<file path="src/rtl/line_refill_unit.sv">
// Cache-miss line fill: fetches a 16-byte line as four 32-bit beats and delivers it downstream.
// Optional CRITICAL_WORD_FIRST_EN: the fetch starts at the requested word instead of word 0.
module line_refill_unit #(
    parameter int ADDR_W = 12,
    parameter int BEAT_W = 32
) (
    input  logic                clk,
    input  logic                rst_n,
    input  logic                req_valid,
    output logic                req_ready,
    input  logic [ADDR_W-1:0]   req_addr,
    output logic                mem_req_valid,
    input  logic                mem_req_ready,
    output logic [7:0]          mem_req_line,
    output logic [1:0]          mem_req_word,
    input  logic                mem_rsp_valid,
    input  logic [BEAT_W-1:0]   mem_rsp_data,
    output logic                early_valid,
    output logic [BEAT_W-1:0]   early_word,
    output logic                line_valid,
    input  logic                line_ready,
    output logic [4*BEAT_W-1:0] line_data,
    output logic [4:0]          line_tag,
    output logic [2:0]          line_set,
    output logic [3:0]          line_offset
);

    typedef enum logic [1:0] {IDLE, ISSUE, FILL, DELIVER} state_t;

    state_t                  state;
    logic [3:0][BEAT_W-1:0]  words;
    logic [1:0]              ptr;
    logic [1:0]              beat_cnt;
    logic [1:0]              start_word;

`ifdef CRITICAL_WORD_FIRST_EN
    assign start_word = req_addr[3:2];
`else
    assign start_word = 2'd0;
`endif

    assign line_data    = words;
    assign mem_req_line = {line_tag, line_set};

    always_ff @(posedge clk or negedge rst_n) begin
        if (!rst_n) begin
            state         <= IDLE;
            req_ready     <= 1'b1;
            mem_req_valid <= 1'b0;
            line_valid    <= 1'b0;
            mem_req_word  <= 2'd0;
            early_valid   <= 1'b0;
            early_word    <= '0;
            words         <= '0;
            ptr           <= 2'd0;
            beat_cnt      <= 2'd0;
            line_tag      <= '0;
            line_set      <= '0;
            line_offset   <= '0;
        end else begin
            early_valid <= 1'b0;
            case (state)
                IDLE: begin
                    if (req_valid) begin
                        line_tag      <= req_addr[11:7];
                        line_set      <= req_addr[6:4];
                        line_offset   <= req_addr[3:0];
                        mem_req_word  <= start_word;
                        ptr           <= start_word;
                        beat_cnt      <= 2'd0;
                        req_ready     <= 1'b0;
                        mem_req_valid <= 1'b1;
                        state         <= ISSUE;
                    end
                end
                ISSUE: begin
                    if (mem_req_ready) begin
                        mem_req_valid <= 1'b0;
                        state         <= FILL;
                    end
                end
                FILL: begin
                    if (mem_rsp_valid) begin
                        words[ptr] <= mem_rsp_data;
                        ptr        <= ptr + 2'd1;
                        beat_cnt   <= beat_cnt + 2'd1;
                        // The requested word is identified by its slot, so both fill orders share this test.
                        if (ptr == line_offset[3:2]) begin
                            early_valid <= 1'b1;
                            early_word  <= mem_rsp_data;
                        end
                        if (beat_cnt == 2'd3) begin
                            line_valid <= 1'b1;
                            state      <= DELIVER;
                        end
                    end
                end
                DELIVER: begin
                    if (line_ready) begin
                        line_valid <= 1'b0;
                        req_ready  <= 1'b1;
                        state      <= IDLE;
                    end
                end
                default: state <= IDLE;
            endcase
        end
    end

endmodule
</file>
<file path="config.mk">
export PLATFORM = sky130hd
export DESIGN_NAME = line_refill_unit
export DESIGN_NICKNAME = d
export VERILOG_FILES = /design/src/rtl/line_refill_unit.sv
export SDC_FILE = /design/constraint.sdc
export NUM_CORES = 1
export LEC_CHECK = 0
export ABC_CLOCK_PERIOD_IN_PS = 4800
export BUFFER_PORTS_ARGS = -buffer_cell sky130_fd_sc_hd__buf_2
export CAP_MARGIN = 10
export CELL_PAD_IN_SITES_DETAIL_PLACEMENT = 0
export CELL_PAD_IN_SITES_GLOBAL_PLACEMENT = 1
export CORE_MARGIN = 5
export CORE_UTILIZATION = 44
export CTS_CLUSTER_DIAMETER = 80
export DETAILED_ROUTE_END_ITERATION = 8
export GPL_ROUTABILITY_DRIVEN = 0
export GPL_TIMING_DRIVEN = 0
export PLACE_DENSITY = 0.92
export SETUP_SLACK_MARGIN = 0.02
export SLEW_MARGIN = 30
export SYNTH_ARGS = -nofsm -noshare
export SYNTH_HDL_FRONTEND = slang
export SYNTH_SLANG_ARGS = --single-unit
</file>
<file path="constraint.sdc">
create_clock -name clk -period 4.8 [get_ports clk]
set_clock_uncertainty 0.05 [all_clocks]
set_input_delay 0.48 -clock clk [delete_from_list [all_inputs] [get_ports clk]]
set_output_delay 0.48 -clock clk [all_outputs]
set_load 0.03 [all_outputs]
</file>
After elaboration in Yosys (flattened, before gate mapping)
Index checks and enable logic that the tools add are counted.
{"block": "classes", "add_sub_neg": 2, "mul": 0, "div": 0, "n_lt_le_gt_ge": 2, "eq_ne": 10, "shift": 0, "n_mux": 27, "n_bitwise": 0, "reduce_logical": 14}
{"op": "bitwise mux 128 bit", "count": 1}
{"op": "demux 32 bit (select 2 bit)", "count": 1}
{"op": "2-to-1 mux 32 bit", "count": 1}
{"op": "2-to-1 mux 2 bit", "count": 8}
{"op": "AND reduction 3 bit", "count": 4}
{"op": "2-to-1 mux 1 bit", "count": 10}
{"op": "!= test 2 bit (second input constant)", "count": 5}
{"op": "case mux 2 bit (2 select lines)", "count": 2}
{"op": "case mux 2 bit (4 select lines)", "count": 1}
{"op": "nonzero test 2 bit", "count": 4}
{"op": "equality test 2 bit (second input constant)", "count": 3}
{"op": "case mux 1 bit (2 select lines)", "count": 3}
{"op": "AND reduction 5 bit", "count": 1}
{"op": "adder 2 x 1 -> 2 bit (second input constant)", "count": 2}
{"op": "AND reduction 2 bit", "count": 2}
{"op": "AND reduction 4 bit", "count": 1}
{"op": "< comparator 2 x 3 -> 1 bit (second input constant)", "count": 1}
{"op": "equality test 2 x 1 -> 1 bit (second input constant)", "count": 1}
{"op": "equality test 2 bit", "count": 1}
{"op": ">= comparator 2 x 1 -> 1 bit (second input constant)", "count": 1}
{"op": "zero test 2 bit", "count": 1}
{"op": "logical AND 1 bit", "count": 1}
{"block": "word_totals", "reg_bits": 182, "latch_bits": 0, "mem_bits_rw": 0, "rom_bits": 0, "inputBits": 50, "out_inout_bits": 186, "word_cells": 70, "memories": 0}

Depth between registers and ports, before layout
Gate-level depths: netlist (run 1).
{"block": "logic_depth", "word_depth": 5, "depth_mapped": 6, "depth_no_buf": 6}

Worst setup path before layout (run 1)
Ideal clock, no wire load.
{"block": "synth_path", "path_kind": "register to register", "from": "register state[0]", "to": "register state[1]", "setup_ns": 0.128, "arrival_ns": 1.678, "required_ns": 4.622, "slack_ns": 2.944, "path_stages_with_launch": 6, "n_path_buf": 0, "synth_period_minus_slack_ns": 1.856, "cell_sequence": "dfrtp_1 > inv_1 > ha_1 > a222oi_1 > nor3b_2 > mux2_1"}
{"block": "synth_via", "elab_chain_cells": 3, "word_cells_on_any_way": 11, "cone_classes": "eq/ne: 8; mux: 1; reduce/logical: 2"}
{"element": "from (decl)", "line_no": "30", "source": "state_t state;"}
{"element": "from (signal assigned)", "line_no": "47", "source": "state <= IDLE;"}
{"element": "from (signal assigned)", "line_no": "73", "source": "state <= ISSUE;"}
{"element": "from (signal assigned)", "line_no": "79", "source": "state <= FILL;"}
{"element": "equality test 2 bit, or another cell as far along", "line_no": "62", "source": "case (state)"}
{"element": "!= test 2 bit (no line)"}
{"element": "AND reduction 5 bit (no line)"}
Parallel ways exist; a longest one is shown, timed or not.
A chain may end at the register's enable or synchronous reset.

Worst setup path in the final report (run 1)
{"block": "layout_path", "from": "register state[0]", "to": "register early_word[12]"}
{"block": "layout_via", "elab_chain_cells": 2}
{"element": "equality test 2 bit", "line_no": "62"}
{"element": "AND reduction 3 bit (no line)"}
{"element": "to (signal assigned)", "line_no": "90", "source": "early_word <= mem_rsp_data;"}
{"element": "to (decl)", "line_no": "19", "source": "output logic [BEAT_W-1:0] early_word,"}
Every way passes these cells.

==> implementation parameters, run 1 <==
Parameter                              Value

Layout
  Antenna diode count    0
  Most frequent cells in the layout    buf_2 (239), dfrtp_1 (181), mux2_2 (138)
  Synthesis-to-finish area growth    28.8%
  Most common cell after layout, fill and taps aside    buf_2
  Fillers    1319
  Area of all sequential standard cells    4560 um^2
  Number of standard cells in the final layout excluding fillers    934
  Share of layout cells above drive strength 1    between 50% and 60%
  Net total in the final layout    between 700 and 800
  Total area of multi-input combinational cells    approximately 2400 um^2

Clock tree
  Maximum number of buffers from clock root to sink    2
  Number of clock buffers inserted by TritonCTS    17
  Insertion delay to the later sink of the worst-skew pair    430 ps
  CTS clock-pin slew for the worst setup and hold paths    ~70 ps
  CTS tree    yes
  CTS root buf    clkbuf_16
  Setup Fix Bufs, Post-CTS    0
  Clock Sink Count    ~180
  Deepest level of the CTS H-tree    4

Logic synthesis
  Fraction of registers with async set/reset    100%
  Number of unique standard cell types used by synthesis    30
  Top flip-flop cell by instance count after synthesis    dfrtp_1
  Seq/Total Area, Yosys    between 60% and 70%
  Avg Cell Area, Syn    about 16 um^2
  Mapped Area    a little over 7000 um^2
  Number of cells produced by synthesis    449
  Number of warning messages in the yosys log    0
  Count of flip-flops with a built-in enable after synthesis    0
  Seq cells post-synth    182

Critical path
  Count of cell instances traversed by the critical path    6
  Register-to-register path setup slack    between 2000 and 3000 ps
  Critical path buffer and inverter count    2
  Worst setup path startpoint    state[0]
  Critical path cell sequence    inv_1 > ha_1 > nand2_1 > nor3_2 > buf_4 > mux2_1
  Crit path largest cell delay    490 ps
  Kind of end point of the critical path    register
  Classification of the worst setup path    register to register
  Startpoint Class    register
  Arrival time reported for the critical path endpoint    2530 ps
  Reg2Reg Depth    6
  Critical register-to-register path startpoint    state[0]
  CP Max Fanout    10
  Endpoint of the most critical setup path    early_word[12]
  Critical-path cell with the highest stage delay    nor3_2
  Required time of the critical path    5050 ps
  Worst reg2reg endpoint    early_word[12]
  Critical path's top delay family    simple AND/OR/NAND/NOR gates

Route
  Wire length per cell after detailed routing    18.6 um
  Final routed wirelength across all metal layers    17400 um
  Number of vias per cell after detailed routing    between 4 and 5
  Iter 0 DRT Violations    between 150 and 200
  Via count    4669
  DRC viols    0
  Antenna violation net count after detailed routing    0
  First-pass detailed-route iteration total    4

Power and ir drop
  Power Density    834 nW/um^2
  Total chip power    roughly 7.7 mW
  Worst vdd ir    approximately 0.46 mV
  Total leakage power    4.75 nW

Min path
  Worst Hold Path Cells    2
  Min-Delay Path Class    input pin to register

Timing
  Count of pins over their slew limit    0
  Final setup vio count    0
  RSZ-0062 raised after global routing    false
  Total Negative Setup Slacks    0 ps
  Slew headroom    52.7%
  Actual slew at the worst max-slew pin    slightly above 700 ps
  Shortest period the worst path allows    2280 ps
  Number of hold violations in the final report    0
  Achievable clock frequency    439 MHz
  Minimum setup slack in the final design    2520 ps
  Worst Hold Slack    227 ps
  Share of the clock period used by the worst path after layout    47.4%

Placed design
  Total placed cells including tap cells    901
  Setup Slack @ Placement    2490 ps
  Dpl hpwl    12800 um
  Input/output buffers    233

Floorplan
  Core box area    15900 um^2
  Die H    137 um
  Die outline area    18900 um^2
  Top-level port count    236
  Floorplan die width    137 um
  Number of core rows    between 40 and 50
  Initial standard-cell utilization of the core    44.9%

Global routing
  Maximum number of pins on one net before global-route repair    between 90 and 100
  GRT Overall Usage    18.8%
  Initial antenna violation count    0
  Remaining Overflow, GRT    0
  First-pass GRT wire length    27400 um
  Vias in the first global route    5112

Flow run
  Total of max-cap violations    0

Run status
  Outcome    completed
==> sequential cells by signal, summed over array words and instances, names as in the netlist <==
register,flops
line_data,128
early_word,32
line_tag,5
line_offset,4
line_set,3
beat_cnt,2
ptr,2
state,2
early_valid,1
line_valid,1
mem_req_valid,1
req_ready,1
==> Yosys cell counts (all sizes together) (2+ instances only) <==
cell type / number / share of area [%]
dfrtp: 181 / 63
mux2: 173 / 27
buf: 24 / 2.1
ha: 11 / 1.9
inv: 9 / 0.47
nand2: 7 / 0.37
a21oi: 6 / 0.42
mux2i: 5 / 0.70
nand3: 5 / 0.35
clkbuf: 4 / 0.21
nor2b: 3 / 0.26
a221o: 2 / 0.28
nand2b: 2 / 0.18
nor2: 2 / 0.11
o21ai: 2 / 0.14
xor2: 2 / 0.25
==> what timing repair did <==
action                    CTS  global route
hold endpoints to repair   14             0
gates resized for setup     0             0
hold buffers                1             0
==> routing by layer <==
layer / up-vias / wire, um / share of wire, % / global-route usage (%)
met1: 2385 / 6990 / 40 / 23.5
met5: - / 0 / 0 / 0
met2: 179 / 8670 / 50 / 31.0
met4: 0 / 315 / 1.8 / 6.82
met3: 25 / 1420 / 8.2 / 5.95
li1: 2080 / - / - / -
==> area by class of cell <==
class	count	area share [%]
well taps	216	2.94
clock buffers	19	4.82
multi-input cells	231	26.0
repair buffers	236	13.5
clock inverters	13	1.08
inverters	9	0.367
plain buffers	28	1.77
flip-flops and latches	182	49.6
==> kinds of logic (layout without fill, tap and decap cells) <==
logic type	Yosys count	in the layout	share of synthesized area, %
and+or+nand+nor	22	22	1.68
muxes	178	178	28.0
xor gates and xnor gates	2	2	0.245
other	1	2	0.0525
buffers and inverters	37	305	2.75
AOI/OAI and AO/OA	16	16	1.51
adders and majority gates	11	11	1.93
DFF	182	182	63.8
==> worst min path at each step <==
stage,start,end,slack [ps]
after detailed placement,rst_n,line_data[29],260
final,req_addr[10],line_tag[3],230
after CTS,req_addr[9],line_tag[2],210
after global routing,req_addr[9],line_tag[2],220
after global placement,early_word[4],early_word[4],410
after floorplan,rst_n,beat_cnt[0],130
==> stage by stage <==
stage,util [%],instance area (um^2)
after floorplan,-,7140
after global placement,54.0,8580
after detailed placement,54.4,8640
after CTS,57.9,9190
after global routing,57.9,9190
final,57.9,9190
==> report_power, final <==
group | switching, mW | total, mW | leakage [nW] | internal (mW)
combinational | 2.41 | 3.68 | 2.23 | 1.28
clock | 0.599 | 1.28 | 0.254 | 0.682
sequential | 0.417 | 2.70 | 2.27 | 2.29
==> worst register-to-register path: stages, from the launching register on <==
cell and delay [ps]:
dfrtp_1 400, inv_1 150, ha_1 260, nand2_1 90, nor3_2 490, buf_4 340, mux2_1 380
No activity file was read; power rests on OpenSTA's default activity.
==> run 2: changes to the inputs <==
--- a/config.mk
+++ b/config.mk
@@ -5,18 +5,19 @@
 export SDC_FILE = /design/constraint.sdc
 export NUM_CORES = 1
 export LEC_CHECK = 0
-export ABC_CLOCK_PERIOD_IN_PS = 4800
+export ABC_AREA = 1
+export ABC_CLOCK_PERIOD_IN_PS = 1800
 export BUFFER_PORTS_ARGS = -buffer_cell sky130_fd_sc_hd__buf_2
 export CAP_MARGIN = 10
 export CELL_PAD_IN_SITES_DETAIL_PLACEMENT = 0
 export CELL_PAD_IN_SITES_GLOBAL_PLACEMENT = 1
 export CORE_MARGIN = 5
-export CORE_UTILIZATION = 44
+export CORE_UTILIZATION = 34
 export CTS_CLUSTER_DIAMETER = 80
 export DETAILED_ROUTE_END_ITERATION = 8
 export GPL_ROUTABILITY_DRIVEN = 0
 export GPL_TIMING_DRIVEN = 0
-export PLACE_DENSITY = 0.92
+export PLACE_DENSITY = 0.82
 export SETUP_SLACK_MARGIN = 0.02
 export SLEW_MARGIN = 30
 export SYNTH_ARGS = -nofsm -noshare
==> constraint.sdc (replaced) <==
create_clock -name clk -period 1.8 [get_ports clk]
set_clock_uncertainty 0.05 [all_clocks]
set_input_delay 0.18 -clock clk [delete_from_list [all_inputs] [get_ports clk]]
set_output_delay 0.18 -clock clk [all_outputs]
set_load 0.03 [all_outputs]
==> run 2 against run 1 <==
Effect of this change:
- first-iteration DRC count rose to 2.5 times the previous value
- fmax up 37%
- hold slack worse by 210 ps
- critical path depth is 2 higher
- setup slack worse by 2400 ps
- die area increased by 33%
- clock-buffer cell count is 1 higher
- synthesized cell count grew 72%
- clock power increased to 3.1 times the previous value
- core utilization decreased by 11 points
- non-clock buffer count rose by 67
- register-to-register slack got worse by 2400 ps
==> implementation parameters, run 2 <==
Parameter                              Value

Min path
  Worst Hold Path Cells    3 (+1)
  Worst hold endpoint    early_word[9]
  Hold Crit Start    mem_rsp_data[9]
  Min-Delay Path Class    input pin to register

Route
  First-pass detailed-route iteration total    5 (+1)
  Antenna violation net count after detailed routing    0 (unchanged)
  Final routed wirelength across all metal layers    23500 um (+35%)
  Number of vias per cell after detailed routing    4.63 (-7.4%)
  Via count    6325 (+35%)
  Wire length per cell after detailed routing    17.2 um (-7.5%)
  DRC viols    0 (unchanged)
  Iter 0 DRT Violations    410 (+150%)

Critical path
  Critical path cell sequence    inv_2 > ha_1 > buf_4 > nand3_4 > buf_4 > buf_2 > nand2_1 > o21ai_0
  Classification of the worst setup path    register to register
  Critical-path cell with the highest stage delay    dfrtp_1
  Worst setup path startpoint    state[0]
  Reg2Reg Depth    8 (+2)
  Worst reg2reg endpoint    line_data[84]
  Arrival time reported for the critical path endpoint    1890 ps (-640 ps)
  Critical path buffer and inverter count    4 (+2)
  Critical path's top delay family    buffers and inverters
  Critical register-to-register path startpoint    state[0]
  Required time of the critical path    2040 ps (-3010 ps)
  Startpoint Class    register
  Kind of end point of the critical path    register
  Crit path largest cell delay    410 ps (-80 ps)
  Most common cell on crit path    buf_4
  CP Max Fanout    10 (unchanged)
  Register-to-register path setup slack    140 ps (-2380 ps)

Run status
  Outcome    completed

Logic synthesis
  Most numerous cell in the Yosys netlist    nand2_1
  Count of flip-flops with a built-in enable after synthesis    0 (unchanged)
  Top flip-flop cell by instance count after synthesis    dfrtp_1
  Number of warning messages in the yosys log    0 (unchanged)
  Number of unique standard cell types used by synthesis    26 (-13%)
  Avg Cell Area, Syn    9.66 um^2 (-39%)
  Mapped Area    7460 um^2 (+4.6%)
  Cell type with the largest total area after synthesis    dfrtp_1
  Synth top area share    60.7% (-2.8 points)
  Number of cells produced by synthesis    773 (+72%)
  Seq cells post-synth    182 (unchanged)
  Top cells by instance count after synthesis    nand2_1 (220), dfrtp_1 (181), o21ai_0 (135)
  Cell types occupying the most area after synthesis    dfrtp_1 (61%), nand2_1 (11%), o21ai_0 (9.1%), inv_1 (4.1%), o21bai_2 (2.9%)
  Fraction of registers with async set/reset    100% (unchanged)
  Seq/Total Area, Yosys    61.0% (-2.8 points)

Clock tree
  Deepest level of the CTS H-tree    4 (unchanged)
  Number of clock buffers inserted by TritonCTS    17 (unchanged)
  CTS tree    yes
  Clock Sink Count    182 (unchanged)
  CTS clock-pin slew for the worst setup and hold paths    70 ps (about the same)
  CTS root buf    clkbuf_16
  Maximum number of buffers from clock root to sink    2 (unchanged)
  Insertion delay to the later sink of the worst-skew pair    430 ps (about the same)

Layout
  Share of layout cells above drive strength 1    32.8% (-27 points)
  Max FFs per register    128 (unchanged)
  Most frequent cells in the layout    buf_2 (249), nand2_1 (220), dfrtp_1 (181)
  Most common cell after layout, fill and taps aside    buf_2
  Antenna diode count    0 (unchanged)
  Area of all sequential standard cells    4560 um^2 (unchanged)
  Total area of multi-input combinational cells    2330 um^2 (-2.6%)
  Synthesis-to-finish area growth    36.8%
  Net total in the final layout    1135 (+48%)
  Fillers    2073 (+57%)

Timing
  Number of hold violations in the final report    0 (unchanged)
  Achievable clock frequency    604 MHz (+37%)
  Total Negative Setup Slacks    0 ps (unchanged)
  Share of the clock period used by the worst path after layout    92.0% (+45 points)
  Final setup vio count    0 (unchanged)
  Shortest period the worst path allows    1660 ps (-620 ps)
  Count of pins over their slew limit    0 (unchanged)
  Minimum setup slack in the final design    144 ps (-2380 ps)
  RSZ-0062 raised after global routing    true

Placed design
  Dpl hpwl    16800 um (+32%)
  Input/output buffers    232 (-0.43%)
  Setup Slack @ Placement    -191 ps (-2680 ps)

Global routing
  First-pass GRT wire length    35900 um (+31%)
  Initial antenna violation count    1 (+1)
  Maximum number of pins on one net before global-route repair    86 (-5.5%)
  GRT Overall Usage    18.6% (-0.21 points)
  Vias in the first global route    6362 (+24%)
  Remaining Overflow, GRT    0 (unchanged)

Power and ir drop
  Worst vdd ir    0.922 mV (+100%)
  Total leakage power    5.57 nW (+17%)
  Power Density    1970 nW/um^2 (+140%)

Flow run
  Total of max-cap violations    0 (unchanged)

Floorplan
  Initial standard-cell utilization of the core    34.4% (-11 points)
  Floorplan die width    158 um (+15%)
  Die outline area    25000 um^2 (+33%)
  Number of core rows    54 (+17%)
  Core box area    21700 um^2 (+37%)
  Top-level port count    236 (unchanged)
  Die H    158 um (+15%)
run 2: cell count changes after synthesis, moves of 6 or more:
cell	change
o21ai_0	+133
mux2_2	-138
buf_6	+6
nand3_1	+32
o21bai_1	+15
o21bai_2	+19
mux2_1	-35
inv_1	+72
nand2_1	+213
buf_2	+12
clkbuf_1	+9
run 2: cell families (layout without fill, tap and decap cells):
kind of cell	after synthesis	count (layout)	synth area share, %
simple gates	273	273	15.2
flops	182	182	61.0
compound gates	171	171	13.6
buf+inv	135	448	8.28
fa+ha+maj	11	11	1.84
other cells	1	2	0.0502
run 2: worst max path at each step:
| stage | endpoint | cells after the start | slack [ps] |
|---|---|---|---|
| finish | line_data[84] | 8 | 140 |
| global route | early_word[27] | 8 | 10 |
| CTS | line_data[98] | 6 | -50 |
| detailed placement | line_data[30] | 6 | -190 |
| global placement | line_data[45] | 1 | -2540 |
| floorplan | early_word[10] | 8 | 300 |
run 2: layout make-up:
class,instances,area share [%]
multi-input cells,457,22.8
inverters,85,3.14
flip-flops and latches,182,44.6
clock buffers,20,4.57
repair buffers,281,16.6
plain buffers,50,3.21
well taps,280,3.43
clock inverters,12,1.61
run 2: worst register-to-register path: cells and delay by family, from the launching register on:
| kind | cells | cell delay [ps] |
|---|---|---|
| DFF | 1 | 410 |
| and+or+nand+nor | 2 | 170 |
| adders and majority gates | 1 | 150 |
| AOI/OAI and AO/OA | 1 | 90 |
| buffers and inverters | 4 | 650 |
run 2: routing by layer:
metal | global-route usage [%] | vias up | routed length, um
met2 | 29.7 | 196 | 11300
met1 | 25.1 | 3055 | 10200
met5 | 0 | - | 13
met4 | 5.16 | 2 | 345
li1 | - | 3046 | -
met3 | 5.08 | 26 | 1730
run 2: report_power, final:
group / internal, mW / leakage [nW] / switching (mW)
Clock: 2.32 / 0.308 / 1.69
Sequential: 5.78 / 2.33 / 0.997
Combinational: 2.78 / 2.94 / 6.52
run 2: repair_timing:
action                                  4_1_cts  5_1_grt
cloned                                        0        0
gates resized for setup                      14       16
endpoints found under the setup margin      118      157
buffers inserted                              1        4
hold buffers                                 42        0
pin swaps                                     1        1
endpoints found under the hold margin       222        0
run 2: per-stage QoR:
| step | power, mW | utilization [%] | area [um^2] | hold WS (ps) | cells |
|---|---|---|---|---|---|
| 2_1_floorplan | 13.0 | - | 7470 | -166 | 774 |
| 3_3_place_gp | 15.9 | 41.4 | 8980 | 325 | 1286 |
| 3_5_place_dp | 16.0 | 41.7 | 9040 | -20.4 | 1288 |
| 4_1_cts | 20.2 | 46.8 | 10100 | 0.995 | 1363 |
| 5_1_grt | 21.3 | 47.1 | 10200 | 2.92 | 1367 |
| 6_report | 20.1 | 47.1 | 10200 | 15.1 | 1367 |
